[src/rtl/process_ready_queue.sv]
// Ready queue of runnable process descriptors.
// Pops the head into an idle core with a one-cycle start pulse.
module process_ready_queue #(
  parameter int addrBits  = 16,
  parameter int pcBits    = 9,
  parameter int depthLog2 = 3
) (
  input  logic                clk,
  input  logic                reset,
  input  logic                enqValid,
  output logic                enqReady,
  input  logic [pcBits-1:0]   enqPc,
  input  logic [addrBits-1:0] enqStack,
  input  logic                dispatchEnable,
  input  logic                core0Idle,
  input  logic                core1Idle,
  output logic                core0Start,
  output logic [pcBits-1:0]   core0StartPc,
  output logic [addrBits-1:0] core0StartStack,
  output logic                core1Start,
  output logic [pcBits-1:0]   core1StartPc,
  output logic [addrBits-1:0] core1StartStack,
  output logic [depthLog2:0]  count,
  output logic                empty,
  output logic                full
);

  localparam int DEPTH = 1 << depthLog2;
  localparam int W     = pcBits + addrBits;

  typedef enum logic [1:0] {
    AVAIL   = 2'd0,
    PULSE   = 2'd1,
    HOLDOFF = 2'd2
  } st_t;

  logic [W-1:0]          r_mem [DEPTH];
  logic [depthLog2-1:0]  r_head;
  logic [depthLog2-1:0]  r_tail;
  logic [depthLog2:0]    r_count;
  logic                  r_empty;
  logic                  r_full;
  logic                  r_grant;
  st_t                   r_st0, r_st1;
  st_t                   w_nx0, w_nx1;
  logic [pcBits-1:0]     r_pc0, r_pc1;
  logic [addrBits-1:0]   r_stk0, r_stk1;

  logic                  w_enq;
  logic                  w_e0, w_e1;
  logic                  w_pop;
  logic                  w_sel1;
  logic                  w_go0, w_go1;
  logic [W-1:0]          w_head;
  logic [depthLog2:0]    w_cnt_nx;

  assign w_enq  = enqValid && !r_full;
  assign w_e0   = (r_st0 == AVAIL) && core0Idle;
  assign w_e1   = (r_st1 == AVAIL) && core1Idle;
  assign w_pop  = dispatchEnable && !r_empty && (w_e0 || w_e1);
  assign w_sel1 = w_e1 && (!w_e0 || r_grant);
  assign w_go0  = w_pop && !w_sel1;
  assign w_go1  = w_pop && w_sel1;
  assign w_head = r_mem[r_head];

  always_comb begin
    w_cnt_nx = r_count;
    if (w_enq && !w_pop)
      w_cnt_nx = r_count + 1'b1;
    else if (!w_enq && w_pop)
      w_cnt_nx = r_count - 1'b1;
  end

  // Storage is not reset; entries are discarded by clearing the pointers.
  always_ff @(posedge clk) begin
    if (w_enq)
      r_mem[r_tail] <= {enqPc, enqStack};
  end

  always_ff @(posedge clk) begin
    if (!reset) begin
      r_head  <= '0;
      r_tail  <= '0;
      r_count <= '0;
      r_empty <= 1'b1;
      r_full  <= 1'b0;
      r_grant <= 1'b0;
    end else begin
      if (w_enq)
        r_tail <= r_tail + 1'b1;
      if (w_pop) begin
        r_head  <= r_head + 1'b1;
        r_grant <= ~r_grant;
      end
      r_count <= w_cnt_nx;
      r_empty <= (w_cnt_nx == '0);
      r_full  <= (w_cnt_nx == DEPTH[depthLog2:0]);
    end
  end

  always_ff @(posedge clk) begin
    if (!reset) begin
      r_pc0  <= '0;
      r_stk0 <= '0;
      r_pc1  <= '0;
      r_stk1 <= '0;
    end else begin
      if (w_go0) begin
        r_pc0  <= w_head[W-1:addrBits];
        r_stk0 <= w_head[addrBits-1:0];
      end
      if (w_go1) begin
        r_pc1  <= w_head[W-1:addrBits];
        r_stk1 <= w_head[addrBits-1:0];
      end
    end
  end

  always_ff @(posedge clk) begin
    if (!reset) begin
      r_st0 <= AVAIL;
      r_st1 <= AVAIL;
    end else begin
      r_st0 <= w_nx0;
      r_st1 <= w_nx1;
    end
  end

  // HOLDOFF masks the core for one cycle while its idle flag catches up.
  always_comb begin
    w_nx0 = r_st0;
    unique case (r_st0)
      AVAIL:   if (w_go0) w_nx0 = PULSE;
      PULSE:   w_nx0 = HOLDOFF;
      HOLDOFF: w_nx0 = AVAIL;
      default: w_nx0 = AVAIL;
    endcase
  end

  always_comb begin
    w_nx1 = r_st1;
    unique case (r_st1)
      AVAIL:   if (w_go1) w_nx1 = PULSE;
      PULSE:   w_nx1 = HOLDOFF;
      HOLDOFF: w_nx1 = AVAIL;
      default: w_nx1 = AVAIL;
    endcase
  end

  always_comb begin
    core0Start      = (r_st0 == PULSE);
    core1Start      = (r_st1 == PULSE);
    core0StartPc    = r_pc0;
    core0StartStack = r_stk0;
    core1StartPc    = r_pc1;
    core1StartStack = r_stk1;
    enqReady        = !r_full;
    count           = r_count;
    empty           = r_empty;
    full            = r_full;
  end

endmodule

[config.mk]
export PLATFORM = sky130hd
export DESIGN_NAME = process_ready_queue
export DESIGN_NICKNAME = d
export VERILOG_FILES = /design/src/rtl/process_ready_queue.sv
export SDC_FILE = /design/constraint.sdc
export NUM_CORES = 1
export LEC_CHECK = 0
export CAP_MARGIN = 20
export CORE_MARGIN = 2
export CORE_UTILIZATION = 50
export CTS_CLUSTER_SIZE = 30
export DETAILED_ROUTE_END_ITERATION = 8
export GPL_ROUTABILITY_DRIVEN = 0
export PLACE_DENSITY = 0.73
export SETUP_SLACK_MARGIN = 0.05
export SYNTH_ARGS = -nofsm -noshare
export SYNTH_HDL_FRONTEND = slang
export SYNTH_SLANG_ARGS = --single-unit
export TNS_END_PERCENT = 30
[constraint.sdc]
create_clock -name clk -period 5.75 [get_ports clk]
set_input_delay 1.725 -clock clk [delete_from_list [all_inputs] [get_ports clk]]
set_output_delay 1.725 -clock clk [all_outputs]
set_load 0.01 [all_outputs]
==> results of run 1 <==
==> registers in the layout, indices dropped and copies added (netlist names), named ones only <==
name and cells:
core0StartPc 9, core0StartStack 16, core1StartPc 9, core1StartStack 16
count 4, empty 1, full 1, r_grant 1
r_head 3, r_mem 200, r_st0 2, r_st1 2
r_tail 3
==> where the power goes <==
part	internal, W	switching [W]	leakage, nW
Sequential	0.00217	0.0000473	2.39
Combinational	0.000196	0.000207	1.01
Clock	0.00101	0.000681	0.413
==> stage by stage <==
step                      setup WS, ps  instance area, um^2  total power (W)  std cells
final                             2380                12200          0.00431        950
after global routing              2250                12200          0.00446        950
after CTS                         1950                12200          0.00434        947
after floorplan                    942                10100          0.00248        568
after global placement            1520                11300          0.00263        898
after detailed placement          1440                11300          0.00265        899
==> path summary, 6_finish.rpt <==
kind / start / to / slack (ps) / cells past startpoint
worst min register to register: r_head[1] / flip-flop / 490 / 2
worst max-delay path: core0Idle / empty / 2380 / 6
worst max register to register: flip-flop / core0StartPc[1] / 3550 / 4
worst min-delay path: r_head[1] / flip-flop / 490 / 2
==> cell families after synthesis <==
kind of cell / count (synthesis) / synth area share [%]
AO/OA/AOI/OAI: 69 / 5.02
AND/OR/NAND/NOR: 104 / 5.04
multiplexers: 75 / 13.7
adder cells (fa/ha/maj): 4 / 0.498
XOR/XNOR: 5 / 0.436
buffers and inverters: 41 / 1.62
flip-flops: 270 / 73.7
==> cell usage after synthesis <==
cell type / n / area (um^2)
nor2b_1: 4 / 25.0
a211oi_1: 51 / 383
and3_1: 3 / 18.8
ha_1: 4 / 50.1
a21oi_1: 7 / 35.0
inv_1: 6 / 22.5
o21ai_0: 1 / 5.00
mux2i_1: 25 / 250
o21a_1: 1 / 7.51
nor4_2: 1 / 12.5
nor4_1: 3 / 18.8
nor3b_4: 2 / 37.5
a32o_1: 1 / 10.0
o211a_1: 1 / 10.0
nand2b_1: 3 / 18.8
nand3_1: 2 / 10.0
o211ai_1: 1 / 7.51
nor3b_1: 2 / 15.0
buf_2: 6 / 30.0
o21ai_1: 1 / 5.00
a221oi_1: 1 / 8.76
a21boi_1: 1 / 7.51
or4_4: 1 / 11.3
o31ai_1: 1 / 7.51
o32ai_1: 2 / 17.5
xor2_1: 2 / 17.5
nor2_1: 60 / 225
xnor2_1: 3 / 26.3
edfxtp_1: 200 / 6010
clkbuf_1: 26 / 97.6
dfxtp_1: 70 / 1400
nor4b_1: 1 / 8.76
and3b_1: 1 / 8.76
buf_1: 2 / 7.51
nand2_1: 10 / 37.5
and2_1: 3 / 18.8
nor3_1: 8 / 40.0
mux4_2: 50 / 1130
clkbuf_2: 1 / 5.00
==> worst max-delay path, stage by stage <==
cell and delay (ps):
clkdlybuf4s50_1 460, nor3b_4 360, o21ai_1 260, a221oi_1 470, o32ai_1 250, o31ai_1 260
==> routing by layer <==
| layer | track usage, % | vias up | share of wire [%] | routed length, um |
|---|---|---|---|---|
| met5 | 0 | - | 0.056 | 11 |
| met4 | 6.37 | 2 | 2.3 | 441 |
| met3 | 3.23 | 34 | 5.4 | 1060 |
| met2 | 29.6 | 176 | 48 | 9420 |
| met1 | 26.0 | 2686 | 44 | 8650 |
| li1 | - | 2446 | - | - |
==> area by class of cell <==
cell class	count	area (um^2)	area share (%)
clock buffer	31	669	5.48
clock inverter	17	190	1.56
inverter	6	22.5	0.184
multi-input combinational	257	2540	20.8
sequential	270	7410	60.7
tap	265	332	2.71
timing repair buffer	104	1050	8.63
==> summary.md, run 1 <==
| Metric | Value |
|---|---|
| Vias per inst | `5.63` |
| Clk sinks | `270` |
| Vias in the first global route | `5,467` |
| Vias | `5,344` |
| Routed WL per cell | `20.6 um` |
| Die width | `146 um` |
| Die height | `146 um` |
| Tightest Pin Transition | `1040 ps` |
| Synth cell types | `39` |
| Largest net degree at the start of global routing | `66` |
| Register area share after synthesis | `73.7%` |
| Hold Path Class | `flip-flop to flip-flop` |
| Final TNS setup | `0 ps` |
| Final Setup Violations | `0` |
| Critical Path Start Type | `input port` |
| # hold bufs at CTS | `0` |
| Final Hold Viols | `0` |
| Postcts setup bufs | `0` |
| ANT cells | `0` |
| Worst skew pair latency | `540 ps` |
| Number of max-cap violations | `0` |
| Setup Skew | `26.2 ps` |
| Clock slew at reported path FFs | `60 ps` |
| Relative slew slack | `30.9%` |
| Initial antenna violation count | `1` |
| Unrepaired setup endpoints after global routing | `no` |
| Setup CP Type | `input port to flip-flop` |
| Status | `finished clean` |
| Initial core utilization | `51.3%` |
| PD cells | `353 nW/um^2` |
| Final wirelength | `19,600 um` |
| Yosys warning total | `0` |
| F_max | `297 MHz` |
| Port bufs | `89` |
| DP Wirelength | `11,500 um` |
| Cells after Synth | `568` |
| First-pass GRT wire length | `30,600 um` |
| Most frequent cells in the layout | `edfxtp_1, clkdlybuf4s50_1, dfxtp_1` |
| Final net count | `700` |
| Clock Path Buffers | `3` |
| Crit Path Max Fanout | `6` |
| Post-Syn Area | `10,100 um^2` |
| TritonCTS clock tree | `yes` |
| Commonest non-fill, non-tap cell in the layout | `edfxtp_1` |
| WHS | `487 ps` |
| Period minus WS final | `3370 ps` |
| Worst VDD drop | `0.183 mV` |
| DRT antenna net count | `0` |
| Area delta synth->final | `21.6%` |
| Crit end category | `flip-flop` |
| DIE AREA | `21,300 um^2` |
| Util after Layout | `62.4%` |
| CTS Buf Count | `26` |
| Drt drc | `0` |
| Final period util | `58.6%` |
| Clock root buffer | `clkbuf_16` |
| Worst Path Required | `6170 ps` |
| Mean Syn Cell Area | `17.7 um^2` |
| LEAKAGE | `3.81 nW` |
| Num rows | `51` |
| WP data arrival | `3790 ps` |
| 1st-pass router iterations | `5` |
| GRT Util Overall | `18.5%` |
| I/O pin total | `90` |
| Syn_nets | `603` |
| Starting DRT DRC Count | `338` |
| Layout cells sized above 1 | `17.2%` |
| Max Slew Vio Count | `0` |
| Fillcell total | `1,367` |
| Global route overflow | `0` |
| Post_cts resized | `0` |
| #FFs+latches synth | `270` |
| Core footprint | `19,600 um^2` |
| CTS HTree Levels | `1` |
Power figures use the tool's default switching activity.
==> run 2: changes to the inputs <==
==> constraint.sdc (replaced) <==
create_clock -name clk -period 3.25 [get_ports clk]
set_input_delay 0.975 -clock clk [delete_from_list [all_inputs] [get_ports clk]]
set_output_delay 0.975 -clock clk [all_outputs]
set_load 0.01 [all_outputs]
==> summary.md, run 2 (same netlist as run 1, synthesis figures left out) <==
| Metric | Value |
|---|---|
| F_max | `383 MHz` |
| Period minus WS final | `2610 ps` |
| Worst VDD drop | `0.413 mV` |
| Final net count | `711` |
| Max stage delay on crit path | `610 ps` |
| Tightest Pin Transition | `739 ps` |
| CTS Buf Count | `27` |
| First-pass GRT wire length | `30,600 um` |
| Critical-path top delay cell | `clkdlybuf4s50_1` |
| Drt drc | `0` |
| Core footprint | `19,600 um^2` |
| Post_cts resized | `0` |
| Family with the most delay on the worst path | `buffers and inverters` |
| CTS HTree Levels | `1` |
| Routed WL per cell | `20.5 um` |
| Num rows | `51` |
| Hold path start | `r_head[1]` |
| Crit-path cells | `clkdlybuf4s50_1` |
| Number of max-cap violations | `0` |
| PD cells | `613 nW/um^2` |
| Commonest non-fill, non-tap cell in the layout | `edfxtp_1` |
| 1st-pass router iterations | `4` |
| Final wirelength | `19,800 um` |
| R2R depth | `4` |
| Hold Path Cell Cnt | `2` |
| Die height | `146 um` |
| Reg2reg end | `core0StartStack[15]` |
| Layout cells sized above 1 | `19.2%` |
| Hold Path Class | `flip-flop to flip-flop` |
| # hold bufs at CTS | `0` |
| ANT cells | `0` |
| Postcts setup bufs | `0` |
| Most frequent cells in the layout | `edfxtp_1, clkdlybuf4s50_1, dfxtp_1` |
| Final Setup Violations | `0` |
| Setup slack after layout | `637 ps` |
| Setup Skew | `21.1 ps` |
| Worst Path Required | `2270 ps` |
| Crit Path Max Fanout | `10` |
| Max Slew Vio Count | `0` |
| Global route overflow | `0` |
| TritonCTS clock tree | `yes` |
| Critical Path Start Type | `flip-flop` |
| Initial core utilization | `51.3%` |
| DRT antenna net count | `0` |
| Place WS | `249 ps` |
| Vias per inst | `5.56` |
| Clock slew at reported path FFs | `60 ps` |
| Util after Layout | `62.6%` |
| WP data arrival | `1640 ps` |
| Die width | `146 um` |
| Initial antenna violation count | `0` |
| Vias in the first global route | `5,394` |
| Largest net degree at the start of global routing | `66` |
| Starting DRT DRC Count | `337` |
| I/O pin total | `90` |
| Final TNS setup | `0 ps` |
| Worst skew pair latency | `530 ps` |
| Clock root buffer | `clkbuf_16` |
| Most flops, register | `r_mem` |
| Area delta synth->final | `22.1%` |
| Relative slew slack | `50.8%` |
| Setup CP Type | `flip-flop to output pin` |
| DP Wirelength | `12,400 um` |
| Crit end category | `output pin` |
| Status | `finished clean` |
| LEAKAGE | `3.86 nW` |
| Port bufs | `89` |
| Clock Path Buffers | `3` |
| DIE AREA | `21,300 um^2` |
| Final Hold Viols | `0` |
| Final period util | `80.4%` |
| Vias | `5,345` |
| CP bufs+invs | `1` |
| Max reg flops | `200` |
| R2R setup slack | `1050 ps` |
| GRT Util Overall | `18.6%` |
| Unrepaired setup endpoints after global routing | `no` |
| Clk sinks | `270` |
## run 2: changes by cell type in the layout (fill, tap and decap cells not counted), sizes merged
cell      previous run  this run
clkbuf              32        34
clkinvlp             2         1
bufinv               4         1
clkinv              11        13
buf                 14        25
inv                  6         7
## run 2: worst reg2reg max path, stage by stage, from the launching register on
cell and delay (ps):
dfxtp_4 720, buf_12 270, mux4_2 520, mux2i_1 390
a211oi_1 150
## run 2: per-stage QoR
step                      total power [W]  cells  area (um^2)  hold WS (ps)
after floorplan                   0.00438    568        10100           454
after global placement            0.00469    912        11400           481
after detailed placement          0.00472    912        11400           487
after CTS                         0.00760    962        12300           496
after global routing              0.00780    962        12300           502
final                             0.00753    962        12300           491
## run 2: how the worst max path moves through the flow
stage	startpoint	endpoint	slack [ps]	cells after the start
final	count[0]	count[0]	640	1
after global routing	r_st1[0]	core1Start	530	2
after global placement	core1Idle	full	290	6
after detailed placement	dispatchEnable	full	250	6
after floorplan	enqValid	r_mem[1][0]	-140	3
after CTS	r_st1[0]	core1Start	610	2
## run 2: report_power, final
part	switching (W)	total (W)	internal (W)	leakage, nW
registers	0.0000934	0.00393	0.00383	2.39
logic	0.000362	0.000717	0.000354	1.05
clock network	0.00121	0.00288	0.00167	0.420
total	0.00167	0.00753	0.00586	3.86
## run 2: metal layers
metal  GRT usage [%]  part of all wire (%)
met3            3.92                   6.3
met2            31.0                    48
met4            4.41                   1.9
met5               0                     0
met1            25.5                    44
## run 2: layout make-up
type	instances	area [um^2]
fillers	1372	7320
flip-flops and latches	270	7410
clock buffers	34	733
repair buffers	114	1120
inverters	6	22.5
well taps	265	332
clock inverters	16	105
multi-input cells	257	2550
==> run 3: changes to the inputs <==
==> constraint.sdc (replaced) <==
create_clock -name clk -period 2.6 [get_ports clk]
set_input_delay 0.78 -clock clk [delete_from_list [all_inputs] [get_ports clk]]
set_output_delay 0.78 -clock clk [all_outputs]
set_load 0.01 [all_outputs]
==> summary.md, run 3 (same netlist as run 1, synthesis figures left out) <==
| Metric | Value |
|---|---|
| Status | `finished clean` |
| Port bufs | `89` |
| Clock Path Buffers | `3` |
| Vias in the first global route | `5,621` |
| Critical Path Start Type | `flip-flop` |
| Area delta synth->final | `24.3%` |
| Worst skew pair latency | `540 ps` |
| Family with the most delay on the worst path | `buffers and inverters` |
| Max reg flops | `200` |
| Routed WL per cell | `20.7 um` |
| Unrepaired setup endpoints after global routing | `no` |
| Worst Path Required | `1820 ps` |
| Final Non-Filler Cells | `977` |
| Final net count | `724` |
| Final Setup Violations | `0` |
| Initial antenna violation count | `2` |
| CTS Buf Count | `27` |
| Max Slew Vio Count | `0` |
| Starting DRT DRC Count | `314` |
| F_max | `410 MHz` |
| Crit end category | `output pin` |
| Num rows | `51` |
| Place WS | `-30.6 ps` |
| Hold path start | `r_head[1]` |
| LEAKAGE | `3.96 nW` |
| Final Hold Viols | `0` |
| 1st-pass router iterations | `4` |
| Crit Path Max Fanout | `10` |
| Global route overflow | `0` |
| First-pass GRT wire length | `31,600 um` |
| DIE AREA | `21,300 um^2` |
| Max stage delay on crit path | `610 ps` |
| Drt drc | `0` |
| R2R depth | `4` |
| PD cells | `762 nW/um^2` |
| Clk sinks | `270` |
| Vias | `5,462` |
| Core footprint | `19,600 um^2` |
| Setup Skew | `16.8 ps` |
| Largest net degree at the start of global routing | `36` |
| CP bufs+invs | `1` |
| Layout cells sized above 1 | `20.8%` |
| DP Wirelength | `12,500 um` |
| Clock root buffer | `clkbuf_16` |
| GRT Util Overall | `19.1%` |
| Postcts setup bufs | `0` |
| TritonCTS clock tree | `yes` |
| Initial core utilization | `51.3%` |
| Number of max-cap violations | `0` |
| Setup slack after layout | `160 ps` |
| Relative slew slack | `62.2%` |
| Most flops, register | `r_mem` |
| Tightest Pin Transition | `567 ps` |
| WP data arrival | `1660 ps` |
| DRT antenna net count | `0` |
| Fillcell total | `1,329` |
| CTS HTree Levels | `1` |
| Reg2reg end | `core1StartPc[0]` |
| Commonest non-fill, non-tap cell in the layout | `edfxtp_1` |
| Final wirelength | `20,200 um` |
| Hold Path Cell Cnt | `2` |
| Period minus WS final | `2440 ps` |
| Vias per inst | `5.59` |
| # hold bufs at CTS | `0` |
| Setup CP Type | `flip-flop to output pin` |
| Clock slew at reported path FFs | `60 ps` |
| Most frequent cells in the layout | `edfxtp_1, clkdlybuf4s50_1, dfxtp_1` |
| Die height | `146 um` |
| Critical-path top delay cell | `clkdlybuf4s50_1` |
| R2R setup slack | `540 ps` |
| Crit-path cells | `clkdlybuf4s50_1` |
| I/O pin total | `90` |
| Hold Path Class | `flip-flop to flip-flop` |
| Worst VDD drop | `0.486 mV` |
| Placed Instances | `925` |
| Die width | `146 um` |
| Final period util | `93.8%` |
| Post_cts resized | `0` |
## run 3: worst reg2reg max path, delay by kind of cell (launching register included)
family | cells | cell delay (ps)
buf+inv | 1 | 290
mux | 2 | 960
compound gates | 1 | 150
flops | 1 | 540
## run 3: worst max path at each step
stage	startpoint	end	slack (ps)	cells after the start
6_report	count[0]	count[0]	160	1
3_3_place_gp	core1Idle	empty	-0.5	7
4_1_cts	count[0]	count[0]	150	1
2_1_floorplan	enqValid	r_mem[1][0]	-600	3
3_5_place_dp	core0Idle	core0StartStack[0]	-30	8
5_1_grt	count[0]	count[0]	80	1
## run 3: where the power goes
part	internal [W]	switching [W]
combinational	0.000467	0.000461
clock	0.00217	0.00153
sequential	0.00479	0.000102
## run 3: layer usage
layer	vias up	track usage, %	part of all wire, %
met5	-	0	0
met4	0	5.98	2.0
met3	29	3.70	5.5
met2	167	32.1	51
met1	2772	25.3	42
li1	2494	-	-
## run 3: through the flow
stage               hold WS [ps]  cell area, um^2  utilization (%)  setup TNS [ps]  power, W
floorplan                    454            10100                -          -68450   0.00548
global placement             488            11600             59.4          -0.480   0.00588
detailed placement           480            11600             59.4           -1610   0.00592
CTS                          495            12500             63.8               0   0.00962
global route                 512            12500             63.8               0   0.00986
finish                       491            12500             63.8               0   0.00952
## run 3: area by class of cell
class	instances	area [um^2]	area share (%)
Tap cell	265	332	2.65
Clock inverter	10	77.6	0.621
Clock buffer	40	778	6.23
Antenna cell	2	5.00	0.0401
Timing Repair Buffer	127	1310	10.5
Inverter	6	22.5	0.180
Sequential cell	270	7410	59.3
Multi-Input combinational cell	257	2550	20.4
